--- src/rtl/keypad_lock_ctrl.sv ---
// keypad_lock_ctrl: passcode door-lock controller driven by a scanned keypad.
//   Collects up to four digits, compares them against a stored passcode and
//   opens, signals an error, or locks out after three consecutive failures.
//   While open, the passcode can be replaced with a new four-digit code.
//
// Ports
//   clk        in   single clock, rising edge
//   rst        in   synchronous active-high reset
//   press      in   one-cycle strobe qualifying scan_code
//   scan_code  in   key: 0-9 digit, A enter, B set-code, F clear, C-E unused
//   entry_buf  out  collected digits, newest in [3:0]
//   digit_cnt  out  number of digits collected (0-4)
//   state      out  FSM state code (IDLE=0 .. SETPW=6)
//   unlock     out  high while OPEN
//   error      out  high while FAIL
//   alarm      out  high while LOCKOUT
//   fail_cnt   out  consecutive failed attempts, saturating at 3
module keypad_lock_ctrl #(
  parameter logic [15:0] OPEN_CYCLES = 16'd1000,
  parameter logic [15:0] FAIL_CYCLES = 16'd8,
  parameter logic [15:0] LOCK_CYCLES = 16'd5000,
  parameter logic [15:0] RST_CODE    = 16'h1234
) (
  input  logic        clk,
  input  logic        rst,
  input  logic        press,
  input  logic [3:0]  scan_code,
  output logic [15:0] entry_buf,
  output logic [2:0]  digit_cnt,
  output logic [2:0]  state,
  output logic        unlock,
  output logic        error,
  output logic        alarm,
  output logic [1:0]  fail_cnt
);

  typedef enum logic [2:0] {
    ST_IDLE    = 3'd0,
    ST_ENTRY   = 3'd1,
    ST_CHECK   = 3'd2,
    ST_OPEN    = 3'd3,
    ST_FAIL    = 3'd4,
    ST_LOCKOUT = 3'd5,
    ST_SETPW   = 3'd6
  } state_e;

  state_e      state_q, state_d;
  logic [15:0] buf_q, buf_d;
  logic [2:0]  cnt_q, cnt_d;
  logic [1:0]  fail_q, fail_d;
  logic [15:0] code_q, code_d;
  logic [15:0] timer_q, timer_d;
  logic        unlock_q, error_q, alarm_q;

  logic key_digit, key_enter, key_set, key_clear;
  logic timeout;
  logic attempt_fail;
  logic timed_state;

  assign key_digit = press && (scan_code <= 4'd9);
  assign key_enter = press && (scan_code == 4'hA);
  assign key_set   = press && (scan_code == 4'hB);
  assign key_clear = press && (scan_code == 4'hF);

  // Each timed state exits on the last of its cycles; the timer restarts at 0
  // on entry, so the exit compare is against the length minus one.
  always_comb begin
    timeout = 1'b0;
    case (state_q)
      ST_OPEN:    timeout = (timer_q == OPEN_CYCLES - 16'd1);
      ST_FAIL:    timeout = (timer_q == FAIL_CYCLES - 16'd1);
      ST_LOCKOUT: timeout = (timer_q == LOCK_CYCLES - 16'd1);
      default:    timeout = 1'b0;
    endcase
  end

  // NOTE: every signal assigned in this block gets a default first, so no path
  // leaves one unassigned and no latch is inferred.
  always_comb begin
    state_d      = state_q;
    buf_d        = buf_q;
    cnt_d        = cnt_q;
    fail_d       = fail_q;
    code_d       = code_q;
    attempt_fail = 1'b0;

    case (state_q)
      ST_IDLE: begin
        if (key_digit) begin
          buf_d   = {12'h000, scan_code};
          cnt_d   = 3'd1;
          state_d = ST_ENTRY;
        end
      end

      ST_ENTRY: begin
        if (key_clear) begin
          buf_d   = '0;
          cnt_d   = '0;
          state_d = ST_IDLE;
        end else if (key_enter) begin
          if (cnt_q == 3'd4) state_d = ST_CHECK;
          else               attempt_fail = 1'b1;  // short entry is a wrong code
        end else if (key_digit && cnt_q != 3'd4) begin
          buf_d = {buf_q[11:0], scan_code};
          cnt_d = cnt_q + 3'd1;
        end
      end

      ST_CHECK: begin
        buf_d = '0;
        cnt_d = '0;
        if (buf_q == code_q) begin
          fail_d  = 2'd0;
          state_d = ST_OPEN;
        end else begin
          attempt_fail = 1'b1;
        end
      end

      // Timeout is tested first so a key landing on the final cycle is dropped.
      ST_OPEN: begin
        if (timeout || key_clear) begin
          state_d = ST_IDLE;
        end else if (key_set) begin
          buf_d   = '0;
          cnt_d   = '0;
          state_d = ST_SETPW;
        end
      end

      ST_SETPW: begin
        if (key_enter || key_clear) begin
          if (key_enter && cnt_q == 3'd4) code_d = buf_q;
          buf_d   = '0;
          cnt_d   = '0;
          state_d = ST_IDLE;
        end else if (key_digit && cnt_q != 3'd4) begin
          buf_d = {buf_q[11:0], scan_code};
          cnt_d = cnt_q + 3'd1;
        end
      end

      ST_FAIL: begin
        if (timeout) state_d = ST_IDLE;
      end

      ST_LOCKOUT: begin
        if (timeout) begin
          fail_d  = 2'd0;
          state_d = ST_IDLE;
        end
      end

      default: state_d = ST_IDLE;
    endcase

    // Shared failed-attempt path for CHECK mismatch and short ENTRY.
    if (attempt_fail) begin
      buf_d = '0;
      cnt_d = '0;
      if (fail_q >= 2'd2) begin
        fail_d  = 2'd3;
        state_d = ST_LOCKOUT;
      end else begin
        fail_d  = fail_q + 2'd1;
        state_d = ST_FAIL;
      end
    end
  end

  assign timed_state = (state_q == ST_OPEN) || (state_q == ST_FAIL) ||
                       (state_q == ST_LOCKOUT);

  always_comb begin
    timer_d = '0;
    if (state_d == state_q && timed_state) timer_d = timer_q + 16'd1;
  end

  // NOTE: sequential state uses non-blocking assignments so every register
  // samples the pre-edge values regardless of statement order.
  always_ff @(posedge clk) begin
    if (rst) begin
      state_q  <= ST_IDLE;
      buf_q    <= '0;
      cnt_q    <= '0;
      fail_q   <= '0;
      code_q   <= RST_CODE;
      timer_q  <= '0;
      unlock_q <= 1'b0;
      error_q  <= 1'b0;
      alarm_q  <= 1'b0;
    end else begin
      state_q  <= state_d;
      buf_q    <= buf_d;
      cnt_q    <= cnt_d;
      fail_q   <= fail_d;
      code_q   <= code_d;
      timer_q  <= timer_d;
      unlock_q <= (state_d == ST_OPEN);
      error_q  <= (state_d == ST_FAIL);
      alarm_q  <= (state_d == ST_LOCKOUT);
    end
  end

  assign entry_buf = buf_q;
  assign digit_cnt = cnt_q;
  assign state     = state_q;
  assign unlock    = unlock_q;
  assign error     = error_q;
  assign alarm     = alarm_q;
  assign fail_cnt  = fail_q;

endmodule
--- config.mk ---
export PLATFORM = sky130hd
export DESIGN_NAME = keypad_lock_ctrl
export DESIGN_NICKNAME = d
export VERILOG_FILES = /design/src/rtl/keypad_lock_ctrl.sv
export SDC_FILE = /design/constraint.sdc
export NUM_CORES = 1
export LEC_CHECK = 0
export CAP_MARGIN = 30
export CORE_ASPECT_RATIO = 0.5
export CORE_MARGIN = 2
export CORE_UTILIZATION = 38
export DETAILED_ROUTE_END_ITERATION = 10
export PLACE_DENSITY = 0.61
export SLEW_MARGIN = 30
export SYNTH_ARGS = -nofsm -noshare
export SYNTH_HDL_FRONTEND = slang
export SYNTH_SLANG_ARGS = --single-unit
export TNS_END_PERCENT = 30
--- constraint.sdc ---
create_clock -name clk -period 2.6 [get_ports clk]
set_input_delay 0.65 -clock clk [delete_from_list [all_inputs] [get_ports clk]]
set_output_delay 0.65 -clock clk [all_outputs]
set_load 0.05 [all_outputs]
======== Word-level counts from Yosys, hierarchy flattened ========
Index checks and enable logic that the tools add are counted.
word-level totals
  register bits ........................... 59
cells by class
  eq/ne operators ......................... 25
  $add $sub $neg .......................... 3
  muxes and demuxes ....................... 39
  reductions and logical operators ........ 20
  $lt $le $gt $ge ......................... 2
  bitwise gates (word level) .............. 1
operators with widths
  cell                                                                     count
  16-bit 2-to-1 mux                                                        7
  16-bit case mux with 5 select lines                                      1
  3-bit 2-to-1 mux                                                         17
  3-bit equality test, second input constant                               6
  3-bit case mux with 6 select lines                                       1
  16-bit by 1-bit adder with 16-bit output, second input constant          1
  16-bit by 10-bit equality test with 1-bit output, second input constant  1
  16-bit by 13-bit equality test with 1-bit output, second input constant  1
  16-bit equality test                                                     1
  16-bit by 3-bit equality test with 1-bit output, second input constant   1
  3-bit case mux with 5 select lines                                       1
  4-bit equality test, second input constant                               3
  3-bit inequality test, second input constant                             4
  3-bit by 2-bit equality test with 1-bit output, second input constant    3
  2-bit 2-to-1 mux                                                         4
  1-bit logical AND                                                        7
  2-bit inequality test, second input constant                             3
  3-bit AND reduction                                                      2
  2-bit OR reduction                                                       3
  1-bit 2-to-1 mux                                                         5
  5-bit AND reduction                                                      1
  5-bit nonzero test                                                       1
  4-bit less-or-equal comparator, second input constant                    1
  1-bit logical OR                                                         4
  other kinds (11)                                                         11

======== Longest topological paths before layout ========
  depth in word-level cells ............... 10
  mapped depth ............................ 9
  depth with buffers taken out ............ 8

======== Worst setup path after synthesis ========
Ideal clock, no wire load.
  kind .................................... flip-flop to flip-flop
  start point ............................. register state_q[1], in the netlist state[1]
  end point ............................... register timer_q[7]
  period minus slack after synthesis ...... 2.421 ns
  stages on the path, launching flop included .. 9
  arrival ................................. 2.282 ns
  data required time ...................... 2.461 ns
  path buffers ............................ 2
  library setup time ...................... 0.139 ns
  slack ................................... 0.179 ns
  path through ............................ dfxtp_1 buf_6 or4b_1 o32a_2 nor3_4 nand3_1 a21oi_2 buf_4 nor4_2
on the way
  longest elaborated chain between the ends .. 10
ends and longest elaborated chain
  what                                         line         source
  start, declared                              47           state_e state_q, state_d;
  start signal, assigned                       194          state_q <= state_d;
  3-bit equality test (tied with other cells)  69, 87, 173
  1-bit case mux with 3 select lines           69           case (state_q)
  1-bit logical OR                             123          if (timeout || key_clear) begin
  3-bit 2-to-1 mux                             123
  3-bit case mux with 6 select lines           87           case (state_q)
  3-bit 2-to-1 mux                             159          if (attempt_fail) begin
  3-bit equality test                          177          if (state_d == state_q && timed_state) timer_d = timer_q + 16'd1;
  1-bit logical AND *                          177
  1-bit NOT (no line) *                        n/a
  2-bit OR reduction (no line) *               n/a
  end signal, assigned                         199          timer_q <= timer_d;
  end, declared                                52           logic [15:0] timer_q, timer_d;
Mark *: on every way between the ends. The rest lies on a longest branch, timed or not.
A chain may end at the register's enable or synchronous reset.

======== Final worst setup path ========
  start point ............................. input port scan_code[1]
  end point ............................... register timer_q[4]
on the way
  longest elaborated chain between the ends .. 10
ends and longest elaborated chain
  what                                                                                    line  source
  start, declared                                                                         27    input logic [3:0] scan_code,
  parallel branches: the longest is 5 deep, another holds 4-bit less-or-equal comparator  n/a
  3-bit 2-to-1 mux *                                                                      159
  3-bit equality test *                                                                   177
  1-bit logical AND *                                                                     177
  1-bit NOT (no line) *                                                                   n/a
  2-bit OR reduction (no line) *                                                          n/a
Every way passes the cells marked *.

==> metrics.yaml <==
fin_setup_tns_ns: 0
grt_first_pass_wirelength_microns: 12200
dp.cells: 501
gr-usage-all-layers_pct: 18.3
gp_congestion: 0.913
ant_nets: 0
cpPeakStageDelay_ns: 0.54
portBuffers: 33
path_max_fanout: 16
dp_slack_ns: -0.189
clk_latency_ns: 0.33
wl_microns: 7340
syn_area_sq_um: 3010
outcome: "completed"
final_common_cell: "dfxtp_1"
end_kind: "flop"
post-route-period-util_pct: 94.7
crit_slowest_cell: "clkdlybuf4s50_1"
num_rows: 22
wl_per_cell_microns: 14.2
path_cells: "clkdlybuf4s50_1, and4_1, a211oi_1, and3_1, a21o_1, o31a_4, nor4_1"
antenna_cells: 0
final_hold_viol_count: 0
clk_pin_slew_ns: 0.05
cts-root-buf: "clkbuf_16"
path_delay_family: "simple AND/OR/NAND/NOR gates"
initialDrtViolationCount: 205
required_ns: 2.83
core_sq_um: 7490
firstDrtPassIters: 4
hold_slack_ns: 0.454
cts_tree: "yes"
slew_headroom_pct: 63.7
cp.buffers_inverters: 1
drc_errors: 0
gr-max-usage-layer: "met2"
start_util_pct: 40.2
power_density_nw_per_um2: 637
drive_gt1_share_pct: 16.4
worstPathArrival_ns: 2.69
vias: 2680
drv_slew: 0
ys.flop_type: "dfxtp_1"
grt_util_met3_pct: 5.54
syn-mean-instance-area_sq_um: 8.75
synth_nets: 354
fin_nets: 414
die_w_microns: 130
startpoint_type: "input port"
synth_cells: 344
seq_area_frac_synth_pct: 39.3
grtUsageMet1_pct: 23.1
yosys_warnings: 0
postCtsResizedCells: 0
fin_crit_ns: 2.46
fin_cells: 517
fin_skew_ns: 0.00686
vdd_ir_drop_max_uv: 296
antenna_found_initial: 0
synth-async-reset-ratio_pct: 0
rsz0062_at_grt: "true"
ys_seq_elements: 59
grt_overflow: 0
syn_to_final_growth_pct: 31.9
dp.final_hpwl_microns: 5200
chipHeight_microns: 66.9
synth_edf_count: 0
design.portCount: 34
maxCapViolations: 0
cts.sinks: 59
cts_setup_buffers: 0
first_global_vias: 2595
layout_setup_ws_ns: 0.137
hp-class: "flop to flop"
final_cell_mix: "59 x dfxtp_1, 35 x nand2_1, 33 x clkdlybuf4s50_1"
fmax_ghz: 0.406
path_class: "input port to flop"
grt_use_met2_pct: 29.6
cts_buffers: 9
setup_viol: 0
yosysUniqueCellTypes: 52
cts_buffer_depth: 2
die_area_sq_um: 8690
viasPerCell: 5.18
grt_max_degree: 32
worstMarginPinSlew_ns: 0.545
p_leak_uw: 0.00162
h-tree-depth: 3
synthesized netlist by cell type (all sizes together) (2+ instances only):
cell | instances | area [sq um]
xor2 | 25 | 219
and2 | 4 | 25.0
nor3b | 3 | 22.5
ha | 3 | 37.5
dfxtp | 59 | 1180
nand3 | 13 | 65.1
buf | 6 | 45.0
xnor2 | 7 | 61.3
o211ai | 2 | 20.0
mux2i | 20 | 200
a21oi | 22 | 114
nor2 | 31 | 116
and3 | 5 | 31.3
inv | 7 | 26.3
o22ai | 2 | 12.5
nand2 | 35 | 131
nor2b | 4 | 25.0
a31oi | 3 | 18.8
clkbuf | 11 | 41.3
o311a | 2 | 20.0
or3 | 2 | 12.5
nor4 | 21 | 203
nor3 | 7 | 46.3
o21ai | 23 | 115
nand4 | 6 | 37.5
nand2b | 2 | 12.5
where the power goes:
part | total (uW) | switching, uW | internal [uW]
clock | 1210 | 385 | 829
sequential | 945 | 21.0 | 924
combinational | 370 | 223 | 148
total | 2530 | 629 | 1900
cell type report:
type	count	area (sq um)
tap	108	135
clock inverter	6	80.1
timing repair buffer	66	603
sequential	59	1180
fill	719	3520
inverter	8	30.0
clock buffer	10	229
multi-input combinational	260	1710
registers in the layout, summed over array words and instances, names as in the netlist:
| register | cells |
|---|---|
| entry_buf | 16 |
| timer_q | 16 |
| alarm | 1 |
| fail_cnt | 2 |
| state | 3 |
| code_q | 16 |
| digit_cnt | 3 |
| error | 1 |
| unlock | 1 |
final timing paths:
path / from / endpoint / slack (ns) / depth (start not counted)
max: scan_code[1] / timer_q[4] / 0.14 / 7
min: timer_q[0] / timer_q[0] / 0.45 / 1
max reg2reg: entry_buf[3] / timer_q[4] / 0.27 / 6
min reg2reg: timer_q[0] / timer_q[0] / 0.45 / 1
metrics by stage:
step           area (sq um)  utilization (%)  total power [uW]
4_1_cts                3970             53.0              2560
3_3_place_gp           3660             48.9              1330
3_5_place_dp           3660             48.9              1330
6_report               3970             53.0              2530
5_1_grt                3970             53.0              2620
2_1_floorplan          3010                -              1190
metal layers:
layer / share of wire [%] / vias to the layer above
li1: - / 1352
met1: 48 / 1274
met2: 47 / 45
met3: 4.0 / 9
met4: 1.1 / 0
met5: 0 / -
cells by family (layout without fill, tap and decap cells):
group           after synthesis  count (layout)  share of synthesized area [%]
mux                          21              21                           7.03
xor+xnor                     32              32                           9.31
buf+inv                      25              90                           3.87
fa+ha+maj                     3               3                           1.25
simple gates                140             140                           26.1
compound gates               64              64                           13.2
flops                        59              59                           39.3
timing repair:
item	in CTS	in global routing
endpoints found under the setup margin	0	2
endpoints found under the hold margin	0	0
hold buffers	0	0
No activity file was read; power rests on OpenSTA's default activity.
